## src/rtl/audio_pkg.sv

```systemverilog
`default_nettype none
// ============================================================================
// audio_pkg : shared widths, waveform encodings and full-scale constants
// Rev 1.0
// ============================================================================
package audio_pkg;

  localparam int PHASE_W_DEF  = 32;
  localparam int SAMPLE_W_DEF = 24;

  typedef enum logic [1:0] {
    WAVE_SAW    = 2'd0,
    WAVE_SQUARE = 2'd1,
    WAVE_TRI    = 2'd2,
    WAVE_SILENT = 2'd3
  } wave_e;

  // Square wave is kept symmetric, so the negative rail is 0x800001, not 0x800000
  localparam logic [SAMPLE_W_DEF-1:0] FS_POS = 24'h7FFFFF;
  localparam logic [SAMPLE_W_DEF-1:0] FS_NEG = 24'h800001;

endpackage
`default_nettype wire

```

## src/rtl/audio_tick_gen.sv

```systemverilog
`default_nettype none
// ============================================================================
// audio_tick_gen : sample-rate divider, one-cycle sample_tick every DIV clocks
// Rev 1.0
// ============================================================================
module audio_tick_gen #(
  parameter int SYS_CLK_FREQ = 50_000_000,
  parameter int SAMPLE_RATE  = 48_000
) (
  input  logic sys_clk,
  input  logic reset,
  output logic sample_tick
);

  localparam int DIV   = SYS_CLK_FREQ / SAMPLE_RATE;
  localparam int CNT_W = (DIV > 1) ? $clog2(DIV) : 1;
  localparam logic [CNT_W-1:0] C_LAST = CNT_W'(DIV - 1);

  logic [CNT_W-1:0] div_cnt_q, div_cnt_d;
  logic             tick_q, tick_d;

  // Tick is registered from the next count so it is high in the cycle where div_cnt == DIV-1
  always_comb begin
    div_cnt_d = (div_cnt_q == C_LAST) ? '0 : div_cnt_q + CNT_W'(1);
    tick_d    = (div_cnt_d == C_LAST);
  end

  always_ff @(posedge sys_clk or posedge reset) begin
    if (reset) begin
      div_cnt_q <= '0;
      tick_q    <= 1'b0;
    end else begin
      div_cnt_q <= div_cnt_d;
      tick_q    <= tick_d;
    end
  end

  assign sample_tick = tick_q;

endmodule
`default_nettype wire

```

## src/rtl/audio_tone_gen.sv

```systemverilog
`default_nettype none
// ============================================================================
// audio_tone_gen : phase-accumulator tone synthesiser with valid/ready output
// Rev 1.0
// ============================================================================
module audio_tone_gen
  import audio_pkg::*;
#(
  parameter int SYS_CLK_FREQ = 50_000_000,
  parameter int SAMPLE_RATE  = 48_000,
  parameter int PHASE_W      = PHASE_W_DEF,
  parameter int SAMPLE_W     = SAMPLE_W_DEF
) (
  input  logic                sys_clk,
  input  logic                reset,
  input  logic                enable,
  input  logic [PHASE_W-1:0]  freq_word,
  input  logic [1:0]          wave_sel,
  input  logic [3:0]          volume,
  output logic [SAMPLE_W-1:0] sample_out,
  output logic                sample_valid,
  input  logic                sample_ready,
  output logic                sample_tick,
  output logic                overrun
);

  localparam logic [SAMPLE_W-1:0] C_MSB    = {1'b1, {(SAMPLE_W-1){1'b0}}};
  localparam logic [SAMPLE_W-1:0] C_FS_POS = {1'b0, {(SAMPLE_W-1){1'b1}}};
  localparam logic [SAMPLE_W-1:0] C_FS_NEG = {1'b1, {(SAMPLE_W-2){1'b0}}, 1'b1};

  logic tick;

  audio_tick_gen #(
    .SYS_CLK_FREQ (SYS_CLK_FREQ),
    .SAMPLE_RATE  (SAMPLE_RATE)
  ) u_tick (
    .sys_clk     (sys_clk),
    .reset       (reset),
    .sample_tick (tick)
  );

  // Stage 0: accumulator plus the controls captured with it
  logic [PHASE_W-1:0]  phase_q, phase_d;
  wave_e               s0_sel_q;
  logic [3:0]          s0_vol_q;
  logic                s0_en_q, s0_vld_q;
  // Stage 1: raw waveform
  logic signed [SAMPLE_W-1:0] wave_q, wave_d;
  logic [3:0]                 s1_vol_q;
  logic                       s1_vld_q;
  // Stage 2: attenuated sample
  logic signed [SAMPLE_W-1:0] att_q, att_d;
  logic                       s2_vld_q;
  // Output register
  logic [SAMPLE_W-1:0] out_q, out_d;
  logic                valid_q, valid_d;
  logic                overrun_q, overrun_d;

  logic [SAMPLE_W-1:0] u;
  logic [SAMPLE_W-2:0] tri_t;
  logic                load;

  always_comb begin
    phase_d = enable ? phase_q + freq_word : '0;

    u      = phase_q[PHASE_W-1 -: SAMPLE_W];
    tri_t  = u[SAMPLE_W-1] ? ~u[SAMPLE_W-2:0] : u[SAMPLE_W-2:0];
    wave_d = '0;
    if (s0_en_q) begin
      case (s0_sel_q)
        WAVE_SAW:    wave_d = u ^ C_MSB;
        WAVE_SQUARE: wave_d = phase_q[PHASE_W-1] ? C_FS_NEG : C_FS_POS;
        WAVE_TRI:    wave_d = {tri_t, 1'b0} ^ C_MSB;
        default:     wave_d = '0;
      endcase
    end

    att_d = wave_q >>> s1_vol_q;

    // A fresh sample always wins; overwriting an undelivered one is flagged
    load      = s2_vld_q;
    out_d     = load ? att_q : out_q;
    valid_d   = load | (valid_q & ~sample_ready);
    overrun_d = overrun_q | (load & valid_q & ~sample_ready);
  end

  always_ff @(posedge sys_clk or posedge reset) begin
    if (reset) begin
      phase_q   <= '0;
      s0_sel_q  <= WAVE_SAW;
      s0_vol_q  <= '0;
      s0_en_q   <= 1'b0;
      s0_vld_q  <= 1'b0;
      wave_q    <= '0;
      s1_vol_q  <= '0;
      s1_vld_q  <= 1'b0;
      att_q     <= '0;
      s2_vld_q  <= 1'b0;
      out_q     <= '0;
      valid_q   <= 1'b0;
      overrun_q <= 1'b0;
    end else begin
      s0_vld_q <= tick;
      if (tick) begin
        phase_q  <= phase_d;
        s0_sel_q <= wave_e'(wave_sel);
        s0_vol_q <= volume;
        s0_en_q  <= enable;
      end
      s1_vld_q <= s0_vld_q;
      if (s0_vld_q) begin
        wave_q   <= wave_d;
        s1_vol_q <= s0_vol_q;
      end
      s2_vld_q <= s1_vld_q;
      if (s1_vld_q) begin
        att_q <= att_d;
      end
      out_q     <= out_d;
      valid_q   <= valid_d;
      overrun_q <= overrun_d;
    end
  end

  assign sample_out   = out_q;
  assign sample_valid = valid_q;
  assign sample_tick  = tick;
  assign overrun      = overrun_q;

endmodule
`default_nettype wire

```

## config.mk

```make
export PLATFORM = sky130hd
export DESIGN_NAME = audio_tone_gen
export DESIGN_NICKNAME = d
export VERILOG_FILES = /design/src/rtl/audio_pkg.sv /design/src/rtl/audio_tick_gen.sv /design/src/rtl/audio_tone_gen.sv
export SDC_FILE = /design/constraint.sdc
export NUM_CORES = 1
export LEC_CHECK = 0
export ABC_AREA = 1
export CELL_PAD_IN_SITES_DETAIL_PLACEMENT = 0
export CELL_PAD_IN_SITES_GLOBAL_PLACEMENT = 1
export CORE_MARGIN = 2
export CORE_UTILIZATION = 43
export CTS_CLUSTER_SIZE = 14
export DETAILED_ROUTE_END_ITERATION = 10
export MAX_ROUTING_LAYER = met4
export PLACE_DENSITY_LB_ADDON = 0.15
export SLEW_MARGIN = 20
export SYNTH_ARGS = -nofsm -noshare
export SYNTH_HDL_FRONTEND = slang
export SYNTH_SLANG_ARGS = --single-unit
```

## constraint.sdc

```tcl
create_clock -name sys_clk -period 4.9 [get_ports sys_clk]
set_input_delay 0.98 -clock sys_clk [delete_from_list [all_inputs] [get_ports sys_clk]]
set_output_delay 0.98 -clock sys_clk [all_outputs]
set_load 0.005 [all_outputs]
```

Yosys cells after proc, flatten, opt, wreduce, memory -nomap -nowiden

Cells that the tools add are included.
W data, S select, Z words.

Input port bits: 42
Flip-flop bits (word level): 132
Word-level logic and storage cells: 38

$add $sub $neg: 2
Reductions and logical operators: 1
Multiplexer cells: 6
Bitwise gates (word level): 9
Shift operators: 1
Equal/unequal tests: 4

Operators with widths:

| cell                    | count |
|---|---|
| $pmux W24 S3            | 1 |
| $mux W24                | 2 |
| $add A32 B32 Y32        | 1 |
| $mux W32                | 1 |
| $sshr A24 B4 Y24        | 1 |
| $mux W23                | 1 |
| $not A23 Y23            | 1 |
| $eq A11 B11 Y1 const B  | 2 |
| $add A11 B1 Y11 const B | 1 |
| $mux W11                | 1 |
| $and A1 B1 Y1           | 3 |
| $not A1 Y1              | 3 |
| $eq A2 B1 Y1 const B    | 1 |
| $eq A2 B2 Y1 const B    | 1 |
| $logic_not A2 Y1        | 1 |
| $or A1 B1 Y1            | 2 |

Depth between registers and ports, before layout

Gate-level depths: netlist (run 1).

Word-level depth: 5
Mapped depth: 13
Depth with buffers taken out: 13

Cells and area by module

A second synthesis (run 1) with hierarchy kept.

Cells, all modules: 1312
Area total of the unflattened synthesis: 8888.5 um2

Modules (own cells, without submodules):

| module         | area each (um2) | times used | cells each |
|---|---|---|---|
| audio_tone_gen | 8136.6          | 1          | 1206 |
| audio_tick_gen | 752.0           | 1          | 106 |

Least setup slack after synthesis (run 1)

OpenSTA, ideal clock, no wires.

Path kind: input to register
Start point: input freq_word[0]
End point: register phase_q[20]
Buffers on the path: 0
Data required time: 4.779 ns
Path slack: 2.526 ns
Library setup time: 0.121 ns
Data arrival time: 2.253 ns
Stages on the path: 13
Cell sequence: ha_1 -> inv_1 -> fa_1 -> inv_1 -> nand3_1 -> nand3_1 -> nand2_1 -> nand3_1 -> nand2_1 -> nand2_1 -> nand2_1 -> nand2_1 -> o21ai_1

Longest elaborated chain between the ends: 2

Ends and longest elaborated chain:

| what                 | RTL line              | text |
|---|---|---|
| from (decl)          | audio_tone_gen.sv:17  | `input logic [PHASE_W-1:0] freq_word,` |
| $add A32 B32 Y32     | audio_tone_gen.sv:64  | `phase_d = enable ? phase_q + freq_word : '0;` |
| $mux W32             | audio_tone_gen.sv:64  |  |
| to (signal assigned) | audio_tone_gen.sv:105 | `phase_q <= phase_d;` |
| to (decl)            | audio_tone_gen.sv:43  | `logic [PHASE_W-1:0] phase_q, phase_d;` |

Every way passes these cells.
A chain may end at the register's enable or synchronous reset.

Worst setup path after layout (run 1)

Start point: register u_tick.tick_q, in the netlist u_tick.sample_tick
End point: output sample_tick

RTL lines:

| what                   | RTL line             | text |
|---|---|---|
| from (decl)            | audio_tick_gen.sv:20 | `logic tick_q, tick_d;` |
| from (signal assigned) | audio_tick_gen.sv:34 | `tick_q <= tick_d;` |
| to (decl)              | audio_tone_gen.sv:23 | `output logic sample_tick,` |

No word-level cell between the ends.

==> metrics.txt, run 1 <==
Worst-path clk slew=0.06 ns; Final setup viols=0; CP required=3.92 ns; vias per cell=4.976; top sig layer=met4; Hold Fails Final Rpt=0; input/output buffers=68; CP endpoint kind=primary output; post-layout minimum cycle time=2.880 ns; FF-to-FF Start=phase_q[18]; Pwr Density=253.3 nW/µm²; Hold Path Origin=sample_out[3]; multiplexer share of the synthesized area=0.4610%; Vias=8091; vias in the first global route=7479; Net Switching=708.9 µW; largest family of logic cells by synthesized area=simple AND/OR/NAND/NOR gates; cell row count=51; largest net degree at the start of global routing=85; final wirelength=23310 µm; Sw Ratio=27.62%; most common cell after layout, fill and taps aside=nand2_1; Clock Power Share=49.3%; RSZ-0062 raised after global routing=no; DRC Markers=0; hpwl dp=17430 µm; initial antenna violation count=0; Critical-path top delay cell=dfrtp_1; Crit path max-delay family=flip-flops; synthesized area=8685 µm²; # hold bufs at CTS=0; Fin Setup TNS=0 ns; # H-tree levels=4; CP Class=flop to primary output; Slew headroom=36.43%; worst reg2reg setup slack=2.68 ns; Iteration-0 DRC Markers=563; Area Overhead vs Synth=16.68%; Post-Place Cells=1594; share of layout cells above drive strength 1=4.702%; Synth warnings=0; Slew @ Worst Pin=0.9534 ns; Adder-Cell Fraction of Synth Area=4.985%; remaining antenna violation count=0; Pins Over Slew Limit=0; Max VDD drop=255.5 µV; post-synthesis sequential area ratio=38.03%; wl on met1=12030 µm; WL/cell=14.34 µm; Compound-Gate Fraction of Synth Area=14.57%; Synth Register Bits=132; ys flop type=dfrtp_1; Comb power frac=8.3%; # IOs=69; Peak Freq=347.2 MHz; cts bufs inserted=17; worst skew pair latency=0.44 ns; Syn Nets=1373; Max FO, Critical Path=14; post-CTS sizing=0; status=finished clean; # clock sinks=132; Mean Syn Cell Area=6.696 µm²; DRT Pass-1 Iters=5; routed wl met2=9876 µm; core footprint=19650 µm²; Netlist cell types=39; Final #Nets=1424; xor/xnor cell area share of the yosys netlist=1.009%; simple-gate share of the synthesized area=30.70%; Util after Layout=51.56%; Leakage=0.005178 µW; die extent in y=146.1 µm; met3 WL post-DR=1027 µm; clock skew=0.01226 ns; Ant. Diodes=0; post-route cell area=10130 µm²; path type of the worst min-delay path=flop to flop; GR Util All Layers=23.17%; CP max stage delay=0.79 ns; Max Cap Viol=0; gpl congestion=0.9140; Worst Path Buf+Inv=1; CP arrival=1.90 ns; period utilization=58.78%; Internal=1858 µW; clock root buffer=clkbuf_16; part of the power in registers=42.4%; commonest non-fill, non-tap cells in the layout=nand2_1, inv_1, dfrtp_1; Clock Tree Buf Depth=2; CTS tree=yes; asr flop ratio synth=100.0%; Finished Layout Cells=1626; Post-CTS Setup Inserts=0; Die W=146.1 µm; DP Area=9557 µm²; Startpoint Class=flop; first-pass GRT wire length=38620 µm; Congestion Overflow GR=0; Setup crit start=u_tick.sample_tick; Initial Util=44.19%; minimum hold slack=0.4671 ns; Post-synth EDFFs=0; die area=21350 µm²; worst-path cell chain=clkdlybuf4s50_1; Post-Synthesis Cells=1297
## area by class of cell
| type | instances | area [µm²] |
|---|---|---|
| fill | 2050 | 9520 |
| multi-input combinational | 942 | 4503 |
| sequential | 132 | 3303 |
| timing repair buffer | 77 | 748.2 |
| inverter | 178 | 673.1 |
| clock buffer | 18 | 439.2 |
| tap | 265 | 331.6 |
| clock inverter | 14 | 135.1 |
## flip-flops by register name, indices dropped and copies added (netlist names)
register / flops
load: 1
s1_vld_q: 1
overrun: 1
s0_vld_q: 1
sample_valid: 1
s1_vol_q: 4
att_q: 24
s0_en_q: 1
s0_vol_q: 4
sample_out: 24
phase_q: 32
wave_q: 24
s0_sel_q: 2
u_tick.div_cnt_q: 11
u_tick.sample_tick: 1
## cells by family (layout without fill, tap and decap cells)
| family | Yosys count | after routing |
|---|---|---|
| compound gates | 226 | 226 |
| xor+xnor | 10 | 10 |
| buf+inv | 223 | 287 |
| simple gates | 668 | 668 |
| fa+ha+maj | 34 | 34 |
| mux | 4 | 4 |
| flops | 132 | 132 |
## cell usage after synthesis, types with 2 or more instances
cell / count / area, µm²
o21ai_2: 2 / 17.52
nand3b_1: 7 / 52.55
nand2_1: 489 / 1836
clkbuf_1: 25 / 93.84
nor3_1: 4 / 20.02
nand2_2: 4 / 25.02
o21ai_1: 42 / 210.2
a221oi_1: 4 / 35.03
mux2i_1: 4 / 40.04
dfrtp_1: 132 / 3303
and3_1: 2 / 12.51
a211oi_1: 16 / 120.1
o21ai_0: 64 / 320.3
nand3_1: 45 / 225.2
nand4_1: 4 / 25.02
nand3_2: 4 / 40.04
o22ai_1: 28 / 175.2
ha_1: 33 / 412.9
nor2_2: 4 / 25.02
inv_2: 3 / 11.26
inv_1: 170 / 638.1
a22o_1: 2 / 17.52
buf_2: 15 / 75.07
a32o_1: 2 / 20.02
o211ai_1: 2 / 15.01
nor2_1: 102 / 382.9
o21bai_1: 3 / 22.52
xnor2_1: 2 / 17.52
buf_6: 4 / 45.04
clkinv_1: 5 / 18.77
xor2_1: 8 / 70.07
a21oi_1: 59 / 295.3
## final timing paths
path,end,cells after the start
worst max register to register,phase_q[27],11
worst min-delay path,sample_out[3],2
worst min register to register,sample_out[3],2
worst max-delay path,sample_tick,1
min in group asynchronous,s0_vol_q[0],2
max in group asynchronous,s0_vld_q,3
## through the flow
stage	total power [µW]	setup WS [ns]
finish	2567	2.020
floorplan	1243	0.3940
detailed placement	1322	1.761
CTS	2596	1.986
global route	2660	1.900
global placement	1322	1.771
## per-layer routing
layer  vias to the layer above  GRT usage (%)
li1                       4232              -
met1                      3659          33.44
met2                       175          33.54
met3                        25          3.875
met4                         0          6.650
met5                         -              -
## power groups by stage
stage	Clock [µW]	Combinational, µW	Sequential [µW]
floorplan	0	133	1110
global placement	0	212	1110
detailed placement	0	213	1110
CTS	1290	214	1090
global route	1330	244	1090
finish	1270	212	1090
(Power assumes the default switching activity.)
==> inputs of run 2 (changes only) <==
==> constraint.sdc (replaced) <==
create_clock -name sys_clk -period 2.79 [get_ports sys_clk]
set_input_delay 0.558 -clock sys_clk [delete_from_list [all_inputs] [get_ports sys_clk]]
set_output_delay 0.558 -clock sys_clk [all_outputs]
set_load 0.005 [all_outputs]
==> metrics.txt, run 2 (same netlist as run 1, synthesis figures left out) <==
post-route cell area=10190 µm² (was 10130 µm²); CP Class=input pin to flop (was flop to primary output); Crit path max-delay family=simple AND/OR/NAND/NOR gates (was flip-flops); CP arrival=2.57 ns (was 1.90 ns); # IOs=69 (unchanged); Util after Layout=51.84% (was 51.56%); # H-tree levels=4 (unchanged); CP max stage delay=0.46 ns (was 0.79 ns); cell row count=51 (unchanged); most common cell after layout, fill and taps aside=nand2_1 (unchanged); Final #Nets=1432 (was 1424); Peak Freq=441.2 MHz; Vias=8081 (was 8091); Max VDD drop=393.4 µV (was 255.5 µV); Post-CTS Setup Inserts=0 (unchanged); vias in the first global route=7622 (was 7479); commonest non-fill, non-tap cells in the layout=nand2_1, inv_1, dfrtp_1 (unchanged); minimum hold slack=0.4679 ns (was 0.4671 ns); Slew @ Worst Pin=0.7301 ns (was 0.9534 ns); core footprint=19650 µm² (unchanged); Ant. Diodes=0 (unchanged); WL/cell=14.22 µm (was 14.34 µm); Iteration-0 DRC Markers=480 (was 563); DRT Pass-1 Iters=4 (was 5); remaining antenna violation count=0 (unchanged); Worst Path Buf+Inv=3 (was 1); die extent in y=146.1 µm (unchanged); status=finished clean (unchanged); cts bufs inserted=17 (unchanged); DRC Markers=0 (unchanged); Hold Fails Final Rpt=0 (unchanged); CP most frequent cell=nand2_1; final wirelength=23230 µm (was 23310 µm); first-pass GRT wire length=39210 µm (was 38620 µm); Startpoint Class=input pin (was flop); Critical-path top delay cell=clkdlybuf4s50_1 (was dfrtp_1); period utilization=81.24%; Worst-path clk slew=0.06 ns (about the same); post-layout minimum cycle time=2.267 ns; CP required=3.10 ns (was 3.92 ns); initial antenna violation count=0 (unchanged); DP Area=9624 µm² (was 9557 µm²); Pins Over Slew Limit=0 (unchanged); Leakage=0.005211 µW (was 0.005178 µW); share of layout cells above drive strength 1=5.186% (was 4.702%); Area Overhead vs Synth=17.32% (was 16.68%); die area=21350 µm² (unchanged); CP endpoint kind=flop (was primary output); input/output buffers=68 (unchanged); Biggest register=phase_q (unchanged); CTS tree=yes (unchanged); worst skew pair latency=0.43 ns (was 0.44 ns); GR Util All Layers=23.44% (was 23.17%); Clock Tree Buf Depth=2 (unchanged); path type of the worst min-delay path=flop to flop (unchanged); Fin Setup TNS=0 ns (unchanged); clock root buffer=clkbuf_16 (unchanged); Final setup viols=0 (unchanged); worst-path cell chain=clkdlybuf4s50_1 -> ha_1 -> inv_1 -> fa_1 -> inv_1 -> nand3_1 -> nand3_1 -> nand2_1 -> nand3_1 -> nand2_1 -> nand2_1 -> nand2_1 -> nand2_1 -> o21ai_1 (was clkdlybuf4s50_1); # clock sinks=132 (unchanged); max reg flops=32 (unchanged); Die W=146.1 µm (unchanged); Congestion Overflow GR=0 (unchanged); RSZ-0062 raised after global routing=no (unchanged); vias per cell=4.946 (was 4.976); gpl congestion=0.8769 (was 0.9140); Pwr Density=437.7 nW/µm² (was 253.3 nW/µm²); Max Cap Viol=0 (unchanged); Max FO, Critical Path=5 (was 14); largest net degree at the start of global routing=133 (was 85); hpwl dp=17520 µm (was 17430 µm); Initial Util=44.19% (unchanged); # hold bufs at CTS=0 (unchanged); post-CTS sizing=0 (unchanged); Slew headroom=51.33% (was 36.43%); clock skew=0.01707 ns (was 0.01226 ns)
## run 2: cell type report
| type | instances | area [µm²] |
|---|---|---|
| Sequential cell | 132 | 3303 |
| Timing Repair Buffer | 85 | 820.8 |
| Tap cell | 265 | 331.6 |
| Multi-Input combinational cell | 942 | 4499 |
| Fill cell | 2044 | 9465 |
| Clock inverter | 15 | 136.4 |
| Inverter | 178 | 671.9 |
| Clock buffer | 17 | 425.4 |
## run 2: worst paths after layout
kind | startpoint | to | slack, ns | depth (start not counted)
max in group asynchronous | reset | wave_q[22] | 1.56 | 3
max reg2reg | phase_q[15] | phase_q[27] | 0.62 | 11
min | sample_out[14] | sample_out[14] | 0.47 | 2
min in group asynchronous | reset | phase_q[1] | 0.72 | 3
min reg2reg | sample_out[14] | sample_out[14] | 0.47 | 2
max | freq_word[0] | phase_q[20] | 0.52 | 14
## run 2: through the flow
stage / total power [µW] / instances / setup WS (ns)
3_3_place_gp: 2324 / 1602 / 0.05857
6_report: 4459 / 1634 / 0.5233
3_5_place_dp: 2323 / 1602 / 0.09607
4_1_cts: 4509 / 1634 / 0.5323
5_1_grt: 4659 / 1634 / 0.2845
2_1_floorplan: 2183 / 1297 / 0.5948
## run 2: metal layers
| layer | routed length [µm] | part of all wire, % | vias to the layer above | global-route usage (%) |
|---|---|---|---|---|
| li1 | - | - | 4239 | - |
| met1 | 11870 | 51 | 3681 | 33.57 |
| met2 | 10180 | 44 | 147 | 34.74 |
| met3 | 920 | 4.0 | 14 | 4.594 |
| met4 | 261 | 1.1 | 0 | 4.660 |
| met5 | 0 | 0 | - | - |
## run 2: worst register-to-register path, stage by stage (launching register included)
cell     delay [ns]
dfrtp_1        0.46
ha_1           0.41
nand2_1        0.13
nor2_1         0.27
inv_1          0.07
nor2_1         0.21
and2_1         0.16
nand2_1        0.07
nand2_1        0.08
nand2_1        0.04
nand3_1        0.10
nand2_1        0.06
## run 2: power breakdown
part / switching [µW] / internal [µW]
clock: 994 / 1180
combinational: 229 / 143
sequential: 0.0000000000000299 / 1910
total: 1220 / 3240
